### config.mk
export PLATFORM = sky130hd
export DESIGN_NAME = leaf_result_collector_flat
export DESIGN_NICKNAME = d
export VERILOG_FILES = /design/src/rtl/leaf_result_collector_pkg.sv /design/src/rtl/leaf_result_collector_if.sv /design/src/rtl/leaf_result_collector_rr_arbiter.sv /design/src/rtl/leaf_result_collector.sv /design/src/flat_wrapper.sv
export SDC_FILE = /design/constraint.sdc
export NUM_CORES = 1
export LEC_CHECK = 0
export BUFFER_PORTS_ARGS = -buffer_cell sky130_fd_sc_hd__buf_2
export CORE_ASPECT_RATIO = 0.6
export CORE_MARGIN = 5
export CORE_UTILIZATION = 60
export DETAILED_ROUTE_END_ITERATION = 10
export PLACE_DENSITY = 0.78
export SLEW_MARGIN = 20
export SYNTH_ARGS = -nofsm -noshare
export SYNTH_HDL_FRONTEND = slang
export SYNTH_HIERARCHICAL = 1
export SYNTH_SLANG_ARGS = --single-unit
### constraint.sdc
create_clock -name clk -period 7.2 [get_ports clk]
set_input_delay 1.08 -clock clk [delete_from_list [all_inputs] [get_ports clk]]
set_output_delay 1.08 -clock clk [all_outputs]
set_load 0.005 [all_outputs]
### src/rtl/leaf_result_collector_pkg.sv
// Shared defaults, FSM state type and the "no result" marker for the leaf result collector.
package leaf_result_collector_pkg;

  localparam int DEF_NUM_SRC = 3;
  localparam int DEF_DATA_W  = 32;
  localparam int DEF_DEPTH   = 7;
  localparam int DEF_IDX_W   = 3;

  typedef enum logic {
    COLLECT = 1'b0,
    FULL    = 1'b1
  } state_e;

  // A PE presents an all-zero word when a leaf produced nothing worth keeping.
  localparam logic [DEF_DATA_W-1:0] NO_RESULT = '0;

endpackage

### src/rtl/leaf_result_collector_if.sv
// Valid/ready result bus from the leaf-capable PEs into the collector.
interface leaf_result_collector_if #(
  parameter int NUM_SRC = leaf_result_collector_pkg::DEF_NUM_SRC,
  parameter int DATA_W  = leaf_result_collector_pkg::DEF_DATA_W
);
  logic [NUM_SRC-1:0]        src_valid;
  logic [NUM_SRC*DATA_W-1:0] src_data;
  logic [NUM_SRC-1:0]        src_ready;

  // Result producers (PEs) drive valid/data and observe ready.
  modport master (output src_valid, output src_data, input src_ready);
  // The collector observes valid/data and drives ready.
  modport slave  (input src_valid, input src_data, output src_ready);
endinterface

### src/rtl/leaf_result_collector_rr_arbiter.sv
// Purely combinational round-robin arbiter: first requester at or after ptr wins.
module rr_arbiter #(
  parameter int N     = 3,
  parameter int PTR_W = (N > 1) ? $clog2(N) : 1
) (
  input  logic [N-1:0]     req,
  input  logic [PTR_W-1:0] ptr,
  output logic [N-1:0]     grant,
  output logic [PTR_W-1:0] grant_idx,
  output logic             grant_vld
);

  // Scan N positions starting at ptr, wrapping modulo N; take the first request.
  always_comb begin
    int idx;
    // NOTE: every output gets a default before any conditional assignment, so no latch can be inferred.
    grant     = '0;
    grant_idx = '0;
    grant_vld = 1'b0;
    idx       = 0;
    for (int k = 0; k < N; k++) begin
      idx = (int'(ptr) + k) % N;
      if (!grant_vld && req[idx]) begin
        grant[idx] = 1'b1;
        grant_idx  = PTR_W'(idx);
        grant_vld  = 1'b1;
      end
    end
  end

endmodule

### src/rtl/leaf_result_collector.sv
// Collects leaf results from several PEs in acceptance order into a small store,
// with round-robin fairness, a zero "no result" filter, a registered read port
// and done/full/overflow status.
module leaf_result_collector
  import leaf_result_collector_pkg::*;
#(
  parameter int NUM_SRC = DEF_NUM_SRC,
  parameter int DATA_W  = DEF_DATA_W,
  parameter int DEPTH   = DEF_DEPTH,
  parameter int IDX_W   = DEF_IDX_W
) (
  input  logic                    clk,
  input  logic                    reset,
  input  logic                    clear,
  input  logic [IDX_W-1:0]        expected_cnt,
  leaf_result_collector_if.slave  src,
  input  logic [IDX_W-1:0]        rd_addr,
  output logic [DATA_W-1:0]       rd_data,
  output logic [IDX_W-1:0]        count,
  output logic                    full,
  output logic                    done,
  output logic                    overflow
);

  localparam int                PTR_W   = (NUM_SRC > 1) ? $clog2(NUM_SRC) : 1;
  localparam logic [IDX_W-1:0]  DEPTH_C = IDX_W'(DEPTH);
  localparam logic [DATA_W-1:0] NO_RES  = DATA_W'(NO_RESULT);

  state_e                state_q, state_d;
  logic [PTR_W-1:0]      rr_ptr_q, rr_ptr_d;
  logic [IDX_W-1:0]      count_q, count_d;
  logic                  overflow_q, overflow_d;
  logic [DATA_W-1:0]     rd_data_q, rd_data_d;
  logic [DATA_W-1:0]     store_q [DEPTH];
  logic [DATA_W-1:0]     store_d [DEPTH];

  logic [NUM_SRC-1:0]    grant;
  logic [PTR_W-1:0]      grant_idx;
  logic                  grant_vld;
  logic [DATA_W-1:0]     grant_data;
  logic                  ready_en;
  logic                  accept;
  logic                  store_en;

  rr_arbiter #(
    .N     (NUM_SRC),
    .PTR_W (PTR_W)
  ) u_arb (
    .req       (src.src_valid),
    .ptr       (rr_ptr_q),
    .grant     (grant),
    .grant_idx (grant_idx),
    .grant_vld (grant_vld)
  );

  // Select the candidate word with a one-hot OR-mux so ready never depends on data.
  always_comb begin
    grant_data = '0;
    for (int i = 0; i < NUM_SRC; i++) begin
      if (grant[i]) grant_data = src.src_data[i*DATA_W +: DATA_W];
    end
  end

  // Handshake qualifiers: acceptance only while collecting, not clearing, not in reset.
  always_comb begin
    ready_en = reset && !clear && (state_q == COLLECT);
    accept   = ready_en && grant_vld;
    store_en = accept && (grant_data != NO_RES) && (count_q < DEPTH_C);
  end

  // FSM state register.
  always_ff @(posedge clk or negedge reset) begin
    // NOTE: sequential state uses non-blocking assignments so all flops update from pre-edge values.
    if (!reset) state_q <= COLLECT;
    else        state_q <= state_d;
  end

  // FSM next state: the store that fills the last entry moves to FULL; only clear leaves it.
  always_comb begin
    state_d = state_q;
    if (clear) begin
      state_d = COLLECT;
    end else begin
      unique case (state_q)
        COLLECT: if (store_en && (count_q == DEPTH_C - 1'b1)) state_d = FULL;
        FULL:    state_d = FULL;
        default: state_d = COLLECT;
      endcase
    end
  end

  // FSM outputs: the arbiter's grant becomes ready only when acceptance is enabled.
  always_comb begin
    src.src_ready = ready_en ? grant : '0;
  end

  // Datapath next state: pointer, occupancy, sticky overflow and the store write.
  always_comb begin
    rr_ptr_d   = rr_ptr_q;
    count_d    = count_q;
    overflow_d = overflow_q;
    store_d    = store_q;
    if (clear) begin
      rr_ptr_d   = '0;
      count_d    = '0;
      overflow_d = 1'b0;
    end else begin
      if (accept) begin
        if (grant_idx == PTR_W'(NUM_SRC - 1)) rr_ptr_d = '0;
        else                                  rr_ptr_d = grant_idx + 1'b1;
      end
      if (store_en) begin
        store_d[count_q] = grant_data;
        count_d          = count_q + 1'b1;
      end
      if ((state_q == FULL) && grant_vld && (grant_data != NO_RES)) overflow_d = 1'b1;
    end
  end

  // Read port sees only committed entries; an entry written this cycle still reads as 0.
  always_comb begin
    rd_data_d = (rd_addr < count_q) ? store_q[rd_addr] : '0;
  end

  // Datapath registers.
  always_ff @(posedge clk or negedge reset) begin
    if (!reset) begin
      rr_ptr_q   <= '0;
      count_q    <= '0;
      overflow_q <= 1'b0;
      rd_data_q  <= '0;
      // NOTE: the store is small and must read back as zero after reset, so every entry is reset explicitly.
      for (int i = 0; i < DEPTH; i++) store_q[i] <= '0;
    end else begin
      rr_ptr_q   <= rr_ptr_d;
      count_q    <= count_d;
      overflow_q <= overflow_d;
      rd_data_q  <= rd_data_d;
      store_q    <= store_d;
    end
  end

  // Status outputs; done is combinational so it tracks expected_cnt changes immediately.
  always_comb begin
    rd_data  = rd_data_q;
    count    = count_q;
    full     = (count_q == DEPTH_C);
    done     = (expected_cnt != '0) && (count_q == expected_cnt);
    overflow = overflow_q;
  end

endmodule

### src/flat_wrapper.sv
// flat-port wrapper written by rule: the top's interface ports become plain ports
module leaf_result_collector_flat import leaf_result_collector_pkg::*;
#(
  parameter int NUM_SRC = DEF_NUM_SRC,
  parameter int DATA_W  = DEF_DATA_W,
  parameter int DEPTH   = DEF_DEPTH,
  parameter int IDX_W   = DEF_IDX_W
)
  (clk, reset, clear, expected_cnt, rd_addr, rd_data, count, full, done, overflow, src_src_valid, src_src_data, src_src_ready);
  leaf_result_collector_if #(.NUM_SRC(NUM_SRC), .DATA_W(DATA_W)) src_i ();
  input  logic clk;
  input  logic reset;
  input  logic clear;
  input  logic [IDX_W-1:0] expected_cnt;
  input  logic [IDX_W-1:0] rd_addr;
  output logic [DATA_W-1:0] rd_data;
  output logic [IDX_W-1:0] count;
  output logic full;
  output logic done;
  output logic overflow;
  input wire logic [$bits(src_i.src_valid)-1:0] src_src_valid;
  input wire logic [$bits(src_i.src_data)-1:0] src_src_data;
  output wire logic [$bits(src_i.src_ready)-1:0] src_src_ready;
  assign src_i.src_valid = src_src_valid;
  assign src_i.src_data = src_src_data;
  assign src_src_ready = src_i.src_ready;
  leaf_result_collector #(.NUM_SRC(NUM_SRC), .DATA_W(DATA_W), .DEPTH(DEPTH), .IDX_W(IDX_W)) u_core (.clk(clk), .reset(reset), .clear(clear), .expected_cnt(expected_cnt), .src(src_i), .rd_addr(rd_addr), .rd_data(rd_data), .count(count), .full(full), .done(done), .overflow(overflow));
endmodule
# After elaboration in Yosys (flattened, before gate mapping)
# Index checks and enable logic that the tools add are counted.
# classes
div_mod_pow	3
n_reduce_logical	24
add_sub_neg	4
bitwise	6
eq_ne	4
n_mux	45
order_cmp	11
# ops
operator	n
$bwmux 224	1
$mux 32	7
$bmux 32 s3	1
$demux 32 s3	1
$ge 32x1->1 const B	3
$lt 32x4->1 const B	3
$mod 32x3->32 const B	2
$mod 3x3->32 const B	1
$reduce_bool 32->1	1
$mux 3	6
$mux 1	16
$logic_and 1x1->1	15
$mux 2	6
$ge 4x4->1 const B	2
$not 3->4	2
$bmux 1 s2	3
$demux 1 s2	3
$eq 3x3->1 const B	2
$or 3x3->3	2
$reduce_bool 2->1	3
$lt 4x1->1 const B	1
$add 2x1->3 const B	1
$add 2x2->3 const B	1
$add 3x1->3 const B	1
10 further kinds	13
# word_totals
inputBits	108
reg_bits	263

# Depth between registers and ports, before layout
# logic_depth
word_depth	21
ltp_mapped	16
ltp_nobuf	12

# Modules after synthesis
# The synthesis kept the hierarchy.
# modules_own_cells
mod	seq_area_each_um2	n_inst	area_each_um2	cells_per_inst
leaf_result_collector	6581.3	1	13520.5	939
rr_arbiter	0.0	1	381.6	52

# Worst setup path before layout
# No wires, ideal clock.
# synth_path
kind	input port to flip-flop
from	input src_src_valid[2]
to	register u_core/store_q[129] (netlist name)
n_path_buf	3
slack_ns	3.204
path_stages	13
setup_ns	0.127
arrival_time_ns	3.869
path_cell_list	and2b_1 > and3_1 > a311oi_1 > o2bb2ai_1 > clkbuf_1 > buf_2 > nand3b_1 > a21oi_1 > nor4_1 > nand4_4 > o2111ai_4 > buf_12 > mux2_1
# synth_via
elab_chain_len	17
elab_cells_between_ends	30
classes_between	mux (19); bitwise (2); reduce/logical (9)
# synth_lines
element	line_no	text
start: declaration	flat_wrapper.sv:21	input wire logic [$bits(src_i.src_valid)-1:0] src_src_valid;
$bmux 1 s2	leaf_result_collector_rr_arbiter.sv:23	if (!grant_vld && req[idx]) begin
$mux 1 (implied by the code) (2 in series)	leaf_result_collector_rr_arbiter.sv:23	
$mux 1	leaf_result_collector_rr_arbiter.sv:23	
$logic_not 1->1	leaf_result_collector_rr_arbiter.sv:23	
$logic_and 1x1->1	leaf_result_collector_rr_arbiter.sv:23	
$mux 1	leaf_result_collector_rr_arbiter.sv:23	
$logic_not 1->1	leaf_result_collector_rr_arbiter.sv:23	
$logic_and 1x1->1	leaf_result_collector_rr_arbiter.sv:23	
$mux 3 *	leaf_result_collector_rr_arbiter.sv:23	
via u_core.grant[0]	leaf_result_collector.sv:37	logic [NUM_SRC-1:0] grant;
$mux 32 * (3 in series)	leaf_result_collector.sv:60	if (grant[i]) grant_data = src.src_data[i*DATA_W +: DATA_W];
$reduce_bool 32->1	leaf_result_collector.sv:68	store_en = accept && (grant_data != NO_RES) && (count_q < DEPTH_C);
$logic_and 1x1->1 (2 in series)	leaf_result_collector.sv:68	
$reduce_and 2->1 (no line)	-	
end signal: assignment	leaf_result_collector.sv:139	store_q <= store_d;
end: declaration	leaf_result_collector.sv:34	logic [DATA_W-1:0] store_q [DEPTH];
# Mark *: on every way through the listed nets, which the timed path passes. The rest lies on a longest branch. The select of a mux whose other input is x is not followed.
# A chain may end at the register's enable or synchronous reset.

# Final worst setup path
# layout_path
from	register u_core.rr_ptr_q[1]
to	register u_core/store_q[71] (netlist name)
# layout_via
elab_cells_between_ends	50
classes_between	add/sub (2); div (3); order compare (6); mux (25); bitwise (2); reduce/logical (12)
# layout_rtl
element	line_no	text
start: declaration	leaf_result_collector.sv:30	logic [PTR_W-1:0] rr_ptr_q, rr_ptr_d;
start signal: assignment	leaf_result_collector.sv:135	rr_ptr_q <= rr_ptr_d;
parallel branches: the longest is 10 deep, another holds $mod 32x3->32	-	
$mux 3 *	leaf_result_collector_rr_arbiter.sv:23	
via u_core.grant[2]	leaf_result_collector.sv:37	
$mux 32 *	leaf_result_collector.sv:60	
$reduce_bool 32->1	leaf_result_collector.sv:68	
$logic_and 1x1->1 (2 in series)	leaf_result_collector.sv:68	
$reduce_and 2->1 (no line)	-	
# Mark *: on every way through the listed nets, which the timed path passes. The select of a mux whose other input is x is not followed.

==> impl_metrics.yaml <==
clock_tree:
  cts_tree: "done"
  numCtsBuffers: 24
  clk_latency_ns: 0.52
  cts.sinks: 263
  htree_levels: 1
  cts_root_buf: "clkbuf_16"
  cts_resized: 0
  hold_buffers: 0
  clock_path_buffers: 3
  cts_setup_buffers: 0
  path_clk_slew_ns: 0.07
setup_path:
  r2r_cells: 14
  required_ns: 7.59
  cp-start-kind: "flop"
  path_class: "flop to flop"
  end_kind: "flop"
  critPathMaxFanout: 33
  regToRegStartpoint: "u_core/rr_ptr_q[1]"
  startpoint: "u_core/rr_ptr_q[1]"
  r2r_end: "u_core/store_q[71]"
  crit_path_end: "u_core/store_q[71]"
  reg2reg_slack_ns: 1.44
  cp.arrival_ns: 6.15
outcome:
  status: "finished, final reports clean"
floorplanning:
  start_util_pct: 60.5
  ios: 149
  rows: 43
  die_w_um: 207
  fp.dieH_um: 128
  core_area_um2: 23000
  dieArea_um2: 26400
timing:
  fmax_mhz: 174
  maxSlewViolCount: 0
  fin_ws_ns: 1.44
  hold_violations: 0
  slew_headroom_pct: 31.9
  setup_viol: 0
  tightestPinTransition_ns: 1.02
  fin_skew_ns: 0.0174
  finalCritPeriodShare_pct: 80.0
  rsz0062_at_grt: "no"
  fin_crit_ns: 5.76
  fin_setup_tns_ns: 0
cells_and_area:
  antenna_cells: 0
  fillers: 1611
  syn_to_final_growth_pct: 10.7
  final_nets: 1232
  drive_gt1_share_pct: 43.5
route:
  ant_nets: 0
  post-route-drc-count: 0
  wl_um: 32700
  wire_per_inst_um: 22.6
  first_pass_iters: 4
  vias: 8726
  drtIter0Drc: 823
  viasPerCell: 6.04
yosys:
  async_flop_share_pct: 100
  yosys_warnings: 6
  synth-seq-cells: 263
  synth_fp_nets: 1108
  syn_inst: 991
  synth_largest_area_cell: "dfrtp_1"
  yosysMostFrequentCell: "dfrtp_1"
  synth_seq_area_share_pct: 47.3
  yosysTopAreaCellShare_pct: 47.3
  yosysUniqueCellTypes: 50
  synth_ff_type: "dfrtp_1"
  netlist_area_um2: 13900
  synth-edff-count: 0
  yosys-top-cells-area: "dfrtp_1 (47%), mux2_4 (18%), mux4_2 (5.2%), mux2_2 (3.4%), buf_12 (2.6%)"
  avgSynthCellArea_um2: 14.0
  netlist_top_cells_count: "dfrtp_1 (263), mux2_4 (170), a21oi_1 (47), mux2_2 (42), nor2_1 (41)"
placement:
  pre_cts_ws_ns: 1.21
  dp_hpwl_um: 21000
  routabilityCongestion: 0.821
  portBuffers: 148
global_route:
  antenna_found_initial: 0
  grt_pass1_vias: 9154
  grt_usage_pct: 25.2
  grt_pass1_wl_um: 52700
  overflow: 0
  grt_max_degree: 181
power:
  p_leak_nw: 7.65
  power_density_nw_per_um2: 341
  vdd_drop_max_v: 0.000205
  design_power_total_mw: 5.25
min_path:
  hold_start: "u_core/store_q[28]"
  worst_hold_path_type: "flop to flop"
run:
  cap_violations: 0
==> area by class of cell <==
class | count | area (µm²) | area share, %
clock buffers | 37 | 731 | 4.75
multi-input cells | 646 | 6630 | 43.1
repair buffers | 170 | 971 | 6.31
clock inverters | 4 | 45.0 | 0.293
inverters | 10 | 37.5 | 0.244
flip-flops and latches | 263 | 6580 | 42.8
well taps | 315 | 394 | 2.56
==> per-stage QoR <==
step | hold WS (ns) | instance area [µm²] | utilization, % | cells
final | 0.496 | 15400 | 67.0 | 1445
after global routing | 0.506 | 15400 | 67.0 | 1445
after CTS | 0.495 | 15400 | 67.0 | 1445
after detailed placement | 0.481 | 14600 | 63.6 | 1404
after global placement | 0.468 | 14600 | 63.6 | 1404
after floorplan | 0.459 | 13900 | - | 991
==> flip-flops by register name, indices dropped and copies added (netlist names) <==
name             count
u_core/rd_data      32
u_core/rr_ptr_q      2
u_core/overflow      1
u_core/store_q     224
u_core/count         3
u_core/state_q       1
==> cells by family after synthesis <==
family	count (synthesis)	share of synthesized area, %
mux	294	30.8
flops	263	47.3
simple gates	178	7.13
compound gates	163	8.44
buf+inv	82	5.31
fa+ha+maj	9	0.810
xor+xnor	2	0.126
==> critical path, stage by stage, from the launching register on <==
cell and delay, ns:
dfrtp_1 0.43, inv_1 0.09, ha_1 0.36, nand2b_1 0.26, a31o_1 0.18, a21oi_1 0.09
a31oi_4 0.81, buf_4 0.38, nor2b_1 0.16, a21oi_1 0.13, nor4_1 0.68, nand4_4 0.43
o2111ai_4 0.89, buf_4 0.37, mux2_4 0.33
==> report_power, final <==
group	switching, mW	internal (mW)
Clock	0.542	0.731
Combinational	0.937	0.906
Sequential	0.248	1.88
Total	1.73	3.52
==> layer usage <==
layer  wire length [µm]  up-vias  global-route usage, %
met3               1630       46                   4.05
li1                   -     3858                      -
met2              14700      266                   38.2
met1              15800     4556                   38.8
met4                604        0                   5.20
met5                  0        -                      0
==> worst min path at each step <==
| stage | end | slack (ns) | depth (start not counted) |
|---|---|---|---|
| floorplan | u_core/store_q[129] | 0.46 | 1 |
| global placement | u_core/store_q[152] | 0.47 | 1 |
| detailed placement | u_core/store_q[144] | 0.48 | 1 |
| CTS | u_core/store_q[129] | 0.49 | 1 |
| global route | u_core/store_q[129] | 0.51 | 1 |
| finish | u_core/store_q[28] | 0.50 | 1 |
==> placed cells by master, fill, tap and decap left out, drive strengths merged, types with 3 or more instances in the layout <==
cell / n
o2111ai: 6
nor3: 3
nand2: 38
clkbuf: 37
nand3b: 35
nor4: 9
inv: 10
and2: 4
nor2: 41
buf: 170
mux4: 32
o211ai: 34
a21oi: 73
o21ai: 35
ha: 9
mux2: 225
clkinv: 3
mux2i: 37
dfrtp: 263
nand2b: 6
nor2b: 33
(Power assumes the default switching activity.)
